[src/rtl/vfx_stream_pkg.sv]
// Shared types for the video-effects stream controllers.
//   state_t      : frame tracking state (IDLE between frames, RUN inside one)
//   freq_level_t : 2-bit audio frequency level driven to the inversion stage
//   FRAME_PIXELS_DEFAULT : accepted beats per 320x240 frame, sop through eop
package vfx_stream_pkg;

    typedef enum logic {
        IDLE = 1'b0,
        RUN  = 1'b1
    } state_t;

    localparam int FRAME_PIXELS_DEFAULT = 76800;

    typedef logic [1:0] freq_level_t;

endpackage

[src/rtl/freq_hysteresis.sv]
// Frame-count hysteresis for the audio frequency level.
// Tracks a candidate level and how many consecutive ticks (frame starts) it
// has been seen, saturating at 15. On a tick the combinational outputs tell
// the caller whether the updated candidate is stable enough to commit.
// Ports:
//   clk, reset    : clock, synchronous active-high reset
//   tick          : one-cycle strobe, an accepted start-of-frame beat
//   freq_req      : live frequency level sampled on tick
//   commit_ok     : updated stable count >= HOLD_FRAMES (valid on tick)
//   commit_level  : updated candidate level (valid on tick)
module freq_hysteresis
    import vfx_stream_pkg::*;
#(
    parameter int HOLD_FRAMES = 3
) (
    input  logic        clk,
    input  logic        reset,
    input  logic        tick,
    input  freq_level_t freq_req,
    output logic        commit_ok,
    output freq_level_t commit_level
);

    freq_level_t candidate_q;
    logic [3:0]  stable_q;
    logic [3:0]  stable_d;

    // The "updated" values are what the counters become on this tick; the
    // commit decision is made on them so a level can commit on the very
    // tick that makes it stable.
    always_comb begin
        commit_level = candidate_q;
        stable_d     = stable_q;
        if (freq_req == candidate_q) begin
            stable_d = (stable_q == 4'd15) ? 4'd15 : stable_q + 4'd1;
        end else begin
            commit_level = freq_req;
            stable_d     = 4'd1;
        end
        commit_ok = (stable_d >= 4'(HOLD_FRAMES));
    end

    always_ff @(posedge clk) begin
        if (reset) begin
            candidate_q <= '0;
            stable_q    <= '0;
        end else if (tick) begin
            candidate_q <= commit_level;
            stable_q    <= stable_d;
        end
    end

endmodule

[src/rtl/inversion_scheduler.sv]
// Frame-synchronous controller for the pixel inversion stage.
// Monitors the stream sideband (sop/eop/valid/ready), commits the requested
// enable and the debounced frequency level only on accepted start-of-frame
// beats, and flags frames whose accepted length is wrong.
// Ports:
//   clk, reset    : clock, synchronous active-high reset
//   enable_req    : user filter enable, asynchronous to frames
//   freq_req      : live frequency level from the audio path
//   sop_in/eop_in : stream start/end of packet (monitored only)
//   valid_in      : stream valid; ready_in : downstream ready
//   use_flag      : committed enable to the inversion stage
//   freq_flag     : committed frequency level to the inversion stage
//   in_frame      : high while a frame is open
//   frame_err     : one-cycle pulse on a frame length error
//   frame_count   : good frames seen, wraps modulo 256
// Handshake: a beat exists only when valid_in && ready_in in the same cycle;
// sop/eop on any other cycle are ignored.
module inversion_scheduler
    import vfx_stream_pkg::*;
#(
    parameter int HOLD_FRAMES  = 3,
    parameter int FRAME_PIXELS = FRAME_PIXELS_DEFAULT,
    parameter int CNT_W        = 17
) (
    input  logic        clk,
    input  logic        reset,
    input  logic        enable_req,
    input  freq_level_t freq_req,
    input  logic        sop_in,
    input  logic        eop_in,
    input  logic        valid_in,
    input  logic        ready_in,
    output logic        use_flag,
    output freq_level_t freq_flag,
    output logic        in_frame,
    output logic        frame_err,
    output logic [7:0]  frame_count
);

    localparam logic [CNT_W-1:0] LEN_GOOD = CNT_W'(FRAME_PIXELS);
    localparam logic [CNT_W-1:0] LEN_OVER = CNT_W'(FRAME_PIXELS + 1);
    localparam logic [CNT_W-1:0] CNT_ONE  = CNT_W'(1);

    logic acc, sop_acc, eop_acc;
    assign acc     = valid_in && ready_in;
    assign sop_acc = acc && sop_in;
    assign eop_acc = acc && eop_in;

    state_t           state_q, state_d;
    logic [CNT_W-1:0] cnt_q, cnt_d, cnt_inc;
    logic             err_d, good_d;
    logic             commit_ok;
    freq_level_t      commit_level;

    freq_hysteresis #(
        .HOLD_FRAMES (HOLD_FRAMES)
    ) u_hyst (
        .clk          (clk),
        .reset        (reset),
        .tick         (sop_acc),
        .freq_req     (freq_req),
        .commit_ok    (commit_ok),
        .commit_level (commit_level)
    );

    assign cnt_inc = (cnt_q == '1) ? cnt_q : cnt_q + CNT_ONE;

    // Next-state, pixel count and frame verdict. A beat carrying both sop
    // and eop opens and closes a one-beat frame in the same cycle.
    always_comb begin
        state_d = state_q;
        cnt_d   = cnt_q;
        err_d   = 1'b0;
        good_d  = 1'b0;
        if (sop_acc) begin
            cnt_d   = CNT_ONE;
            state_d = RUN;
            if (state_q == RUN) begin
                err_d = 1'b1;
            end
            if (eop_acc) begin
                state_d = IDLE;
                if (FRAME_PIXELS == 1) begin
                    good_d = !err_d;
                end else begin
                    err_d = 1'b1;
                end
            end
        end else if (state_q == RUN && acc) begin
            cnt_d = cnt_inc;
            if (eop_acc) begin
                state_d = IDLE;
                if (cnt_inc == LEN_GOOD) begin
                    good_d = 1'b1;
                end else begin
                    err_d = 1'b1;
                end
            end else if (cnt_inc == LEN_OVER) begin
                state_d = IDLE;
                err_d   = 1'b1;
            end
        end
    end

    always_ff @(posedge clk) begin
        if (reset) begin
            state_q <= IDLE;
        end else begin
            state_q <= state_d;
        end
    end

    always_ff @(posedge clk) begin
        if (reset) begin
            cnt_q       <= '0;
            use_flag    <= 1'b0;
            freq_flag   <= '0;
            in_frame    <= 1'b0;
            frame_err   <= 1'b0;
            frame_count <= '0;
        end else begin
            cnt_q     <= cnt_d;
            in_frame  <= (state_d == RUN);
            frame_err <= err_d;
            if (good_d) begin
                frame_count <= frame_count + 8'd1;
            end
            if (sop_acc) begin
                use_flag <= enable_req;
                // A disabled filter forces level 0; hysteresis keeps tracking.
                if (!enable_req) begin
                    freq_flag <= '0;
                end else if (commit_ok) begin
                    freq_flag <= commit_level;
                end
            end
        end
    end

endmodule

[config.mk]
export PLATFORM = sky130hd
export DESIGN_NAME = inversion_scheduler
export DESIGN_NICKNAME = d
export VERILOG_FILES = /design/src/rtl/vfx_stream_pkg.sv /design/src/rtl/freq_hysteresis.sv /design/src/rtl/inversion_scheduler.sv
export SDC_FILE = /design/constraint.sdc
export NUM_CORES = 1
export LEC_CHECK = 0
export ABC_AREA = 1
export CAP_MARGIN = 40
export CORE_AREA = 2 2 81 83
export CTS_CLUSTER_DIAMETER = 60
export CTS_CLUSTER_SIZE = 28
export DETAILED_ROUTE_END_ITERATION = 12
export DIE_AREA = 0 0 83 85
export PLACE_DENSITY = 0.59
export SLEW_MARGIN = 20
export SYNTH_ARGS = -nofsm -noshare
export SYNTH_HDL_FRONTEND = slang
export SYNTH_SLANG_ARGS = --single-unit
export TNS_END_PERCENT = 30
[constraint.sdc]
create_clock -name clk -period 4.6 [get_ports clk]
set_input_delay 0.46 -clock clk [delete_from_list [all_inputs] [get_ports clk]]
set_output_delay 0.46 -clock clk [all_outputs]
set_load 0.01 [all_outputs]
### Yosys cells after proc, flatten, opt, wreduce, memory -nomap -nowiden

Cells that the tools add are included.
Widths: inputs -> output; s select.

| word-level totals | value |
|---|---|
| register bits | 36 |
| bits of input ports | 9 |
| output and inout port bits | 13 |

| operators by class | value |
|---|---|
| add/subtract/negate cells | 3 |
| order comparisons | 1 |
| eq/ne operators | 6 |
| muxes and demuxes | 24 |
| reduce and logical (&&, ||, !) cells | 9 |

Operators with widths:

| kind | count |
|---|---|
| $eq 17x17->1 const B | 3 |
| $mux 1 | 18 |
| $add 17x1->17 const B | 1 |
| $mux 17 | 1 |
| $add 8x1->8 const B | 1 |
| $mux 4 | 2 |
| $mux 2 | 3 |
| $add 4x1->4 const B | 1 |
| $eq 4x4->1 const B | 1 |
| $ge 4x2->1 const B | 1 |
| $logic_and 1x1->1 | 4 |
| $reduce_and 2->1 | 2 |
| $reduce_bool 3->1 | 1 |
| $eq 2x2->1 | 1 |
| $ne 2x1->1 const B | 1 |
| $reduce_bool 2->1 | 1 |
| $reduce_or 2->1 | 1 |

### Logic depth before layout (Yosys ltp)

| depth | value |
|---|---|
| word-level depth | 7 |
| mapped depth | 16 |

### Cells and area by module

Synthesis repeated with hierarchy kept, for this count alone.

| second synthesis, totals | value |
|---|---|
| cells, all modules | 362 |
| area, all modules | 2396.0 um^2 |

By module, submodules not included:

| module | instances | cells an instance | area an instance (um^2) | seq. area each (um^2) |
|---|---|---|---|---|
| inversion_scheduler | 1 | 306 | 2016.9 | 600.6 |
| freq_hysteresis | 1 | 56 | 379.1 | 120.1 |

### Worst setup path before layout

OpenSTA, ideal clock, no wires.

| timing | value |
|---|---|
| path kind | reg2reg |
| start point | register cnt_q[0] |
| end point | register frame_count[6] |
| library setup time | 0.110 ns |
| arrival | 1.910 ns |
| setup slack | 2.580 ns |
| stages on the path, launching flop included | 16 |
| path buffers | 1 |
| clock period less this slack | 2.020 ns |
| cell sequence | dfxtp_1 ha_1 nand3_2 nor2_4 nand3_4 buf_6 nand2_2 nand2_2 nor2_2 nand3_2 nor2_4 nand3_4 nor2_2 nand3_1 nand2_1 nor2_1 |

| on the way | value |
|---|---|
| cells in the longest elaborated chain, start to end | 7 |
| elaborated cells on any way between the ends | 8 |
| those cells by class | add/sub (1); eq/ne (2); mux (5) |

RTL lines:

| what | RTL line | source |
|---|---|---|
| start, declared | inversion_scheduler.sv:50 | `logic [CNT_W-1:0] cnt_q, cnt_d, cnt_inc;` |
| start signal, assigned | inversion_scheduler.sv:122 | `cnt_q <= cnt_d;` |
| $add 17x1->17 / $eq 17x17->1 (equally long branches) | inversion_scheduler.sv:66 | `assign cnt_inc = (cnt_q == '1) ? cnt_q : cnt_q + CNT_ONE;` |
| $mux 17 (*) | inversion_scheduler.sv:66 |  |
| $eq 17x17->1 (*) | inversion_scheduler.sv:93 | `if (cnt_inc == LEN_GOOD) begin` |
| $mux 1 (*) | inversion_scheduler.sv:93 |  |
| $mux 1 (*) | inversion_scheduler.sv:91 | `if (eop_acc) begin` |
| $mux 1 (*) | inversion_scheduler.sv:89 | `end else if (state_q == RUN && acc) begin` |
| $mux 1 (*) | inversion_scheduler.sv:75 | `if (sop_acc) begin` |
| end signal, assigned | inversion_scheduler.sv:126 | `frame_count <= frame_count + 8'd1;` |
| end, declared | inversion_scheduler.sv:37 | `output logic [7:0] frame_count` |

Every way passes the cells marked *; elsewhere a longest branch is shown, timed or not.
A chain may end at the register's enable or synchronous reset.

### Worst setup path in the final report

| timing | value |
|---|---|
| start point | register cnt_q[0] |
| end point | register frame_count[2] |

Same word-level chain as after synthesis.

==> metrics.txt <==
critical path buffer and inverter count=1; kind of critical path=flip-flop to flip-flop; Sw Pwr=between 0.00015 and 0.0002 W; cell type of the slowest stage on the worst timing path=dfxtp_1; initial antenna violation count=0; Detail Route Antenna Nets=0; first-pass iteration count of the detailed router=4; Mapped Nets=392; Max-cap violations=0; Die H=approximately 85 µm; mapped cell area=between 2000 and 2500 µm²; Tightest Hold Check Type=flip-flop to flip-flop; Max Slew Vio Count=0; setup TNS=0 ns; Logic pwr share=between 7 and 8%; Iter 0 DRT Violations=152; worst slew pin tran=0.742 ns; Seq pwr share=52.6%; Post-synth EDFFs=0; fin area=between 2000 and 3000 µm²; Die Area=7060 µm²; Inserted Diodes=0; type of origin of the critical path=flip-flop; clock power share=40.3%; CTS max path bufs=2; max_slew headroom=between 50% and 60%; register area=721 µm²; flops & latches, synth=36; area delta synth->final=14.8%; CTS tree=built; Port Buffers=21; Clock Latency Late Sink=roughly 0.29 ns; Worst path max stage delay=0.46 ns; Seq/Total Area, Yosys=29.8%; Post-route DRC=0; Post-CTS Resized=0; multi-input logic area=approximately 1400 µm²; GRT Residual Overflow=0; fraction of layout instances using a drive strength above 1=11.2%; Avg WL per Cell=11.6 µm; Syn. warnings=0; Final nets=412; sw frac=25.3%; RSZ-0062 raised after global routing=false; CP endpoint kind=flip-flop; core area=6200 µm²; All-Layer GR Usage=17.0%; cts hold-fix bufs=0; synth top area cells=dfxtp_1, nand2_1, inv_1, nand3_1, nor2_1; Synth cell types=33; crit-path cells=ha_1 -> nand3_2 -> nor2_4 -> nand3_4 -> nand2_1 -> nand2_1 -> inv_1 -> nand2_1 -> nor2_1 -> nand3_4 -> nor2_4 -> nand3_1 -> nand2_1 -> nor2_1; largest net degree at the start of global routing=27; Root Buffer=clkbuf_8; crit path max fanout=25; clock slew at reported path FFs=0.08 ns; Internal Power=0.000455 W; dpl ws=1.84 ns; Req. time, crit path=4.79 ns; gp weighted congestion=between 0.8 and 0.9; Yosys top cell by area=dfxtp_1; Final setup viols=0; arrival time worst endpoint=2.71 ns; via count=2,319; minimum clock period=2.53 ns; placed standard-cell area=2680 µm²; H-Tree Depth=2; Die Span X=83 µm; Final Hold Viols=0; Tcrit/Tclk final=54.9%; leakage power=~1.2 nW; IO Count=22; average cell area after synthesis=6.35 µm²; clock skew=0.00495 ns; Async S/R FF share, synth=0%; DP HPWL=4.28 mm; crit-path most repeated cell=nand2_1; setup bufs post-CTS=0; post-route worst setup slack=2.07 ns; hold_ws=0.459 ns; cts bufs inserted=5; cell family with most CP delay=simple AND/OR/NAND/NOR gates; vias per inst=4.85; commonest non-fill, non-tap cell in the layout=nand2_1; top-area cell type share of the netlist area=between 20 and 30%; fill count=652; vias in the first global route=2,144; row cnt=29; VDD IR max=0.132 mV; final wirelength=between 5 and 6 mm; synthesized instance count=between 300 and 400; maximum clock rate=396 MHz; clk sinks=36; Initial Utilization=38.9%; most frequent cells in the layout=nand2_1, inv_1, nor2_1; Post-synth top flop=dfxtp_1; first-pass GRT wire length=slightly below 10 mm; Pwr per Cell Area=219 nW/µm²; status=finished, final reports clean
-- routing by layer --
metal	up-vias	GRT usage, %	part of all wire [%]
met5	-	0	0
met4	0	6.71	1.6
met3	9	3.21	3.6
met2	34	26.2	44
met1	1021	23.6	51
li1	1255	-	-
-- sequential cells by signal, indices dropped and copies added (netlist names) --
name                flops
u_hyst.stable_q         4
frame_count             8
cnt_q                  17
u_hyst.candidate_q      2
use_flag                1
in_frame                1
frame_err               1
freq_flag               2
-- tightest hold or removal path: stages (launching register included) --
cell and delay, ns:
dfxtp_1 0.33, nand2_1 0.05, o21ai_0 0.05
-- stage by stage --
step	cells	utilization (%)	total power, W
2_1_floorplan	380	-	0.000353
3_3_place_gp	470	43.2	0.000370
3_5_place_dp	470	43.2	0.000370
4_1_cts	478	44.7	0.000618
5_1_grt	478	44.7	0.000636
6_report	478	44.7	0.000609
-- power by group through the flow --
| stage | Sequential, W | Combinational [W] | Clock (W) |
|---|---|---|---|
| final | 0.000320 | 0.0000433 | 0.000246 |
| after global routing | 0.000320 | 0.0000492 | 0.000266 |
| after CTS | 0.000320 | 0.0000436 | 0.000255 |
| after detailed placement | 0.000327 | 0.0000434 | 0 |
| after global placement | 0.000327 | 0.0000431 | 0 |
| after floorplan | 0.000326 | 0.0000262 | 0 |
-- layout make-up --
type / count / area share, %
clock inverters: 1 / 0.271
repair buffers: 21 / 7.58
well taps: 77 / 3.47
flip-flops and latches: 36 / 26.0
multi-input cells: 262 / 49.5
clock buffers: 7 / 3.11
inverters: 74 / 10.0
-- path summary, 6_finish.rpt --
check	startpoint	to	slack, ns	depth (start not counted)
max reg2reg	cnt_q[0]	frame_count[2]	2.07	14
max	cnt_q[0]	frame_count[2]	2.07	14
min	use_flag	use_flag	0.46	2
min reg2reg	use_flag	use_flag	0.46	2
-- cells in the mapped netlist (2+ instances only) --
| master | n |
|---|---|
| a21oi_1 | 12 |
| a31oi_1 | 2 |
| clkbuf_1 | 5 |
| clkinv_1 | 5 |
| dfxtp_1 | 36 |
| ha_1 | 3 |
| inv_1 | 63 |
| inv_2 | 6 |
| nand2_1 | 81 |
| nand2_2 | 7 |
| nand3_1 | 31 |
| nand3_2 | 4 |
| nand3_4 | 2 |
| nand4_1 | 12 |
| nor2_1 | 37 |
| nor2_2 | 10 |
| nor2_4 | 6 |
| nor3_1 | 7 |
| o211ai_1 | 8 |
| o21ai_0 | 16 |
| o21ai_1 | 8 |
| o22ai_1 | 5 |
| xnor2_1 | 3 |
| xor2_1 | 2 |
-- logic make-up (layout without fill, tap and decap cells) --
family / Yosys count / in the layout / synth area share, %
simple gates: 200 / 200 / 40.8
fa+ha+maj: 3 / 3 / 1.55
flops: 36 / 36 / 29.8
buf+inv: 82 / 103 / 13.3
xor+xnor: 5 / 5 / 1.81
compound gates: 54 / 54 / 12.7
No activity file was read; power rests on OpenSTA's default activity.
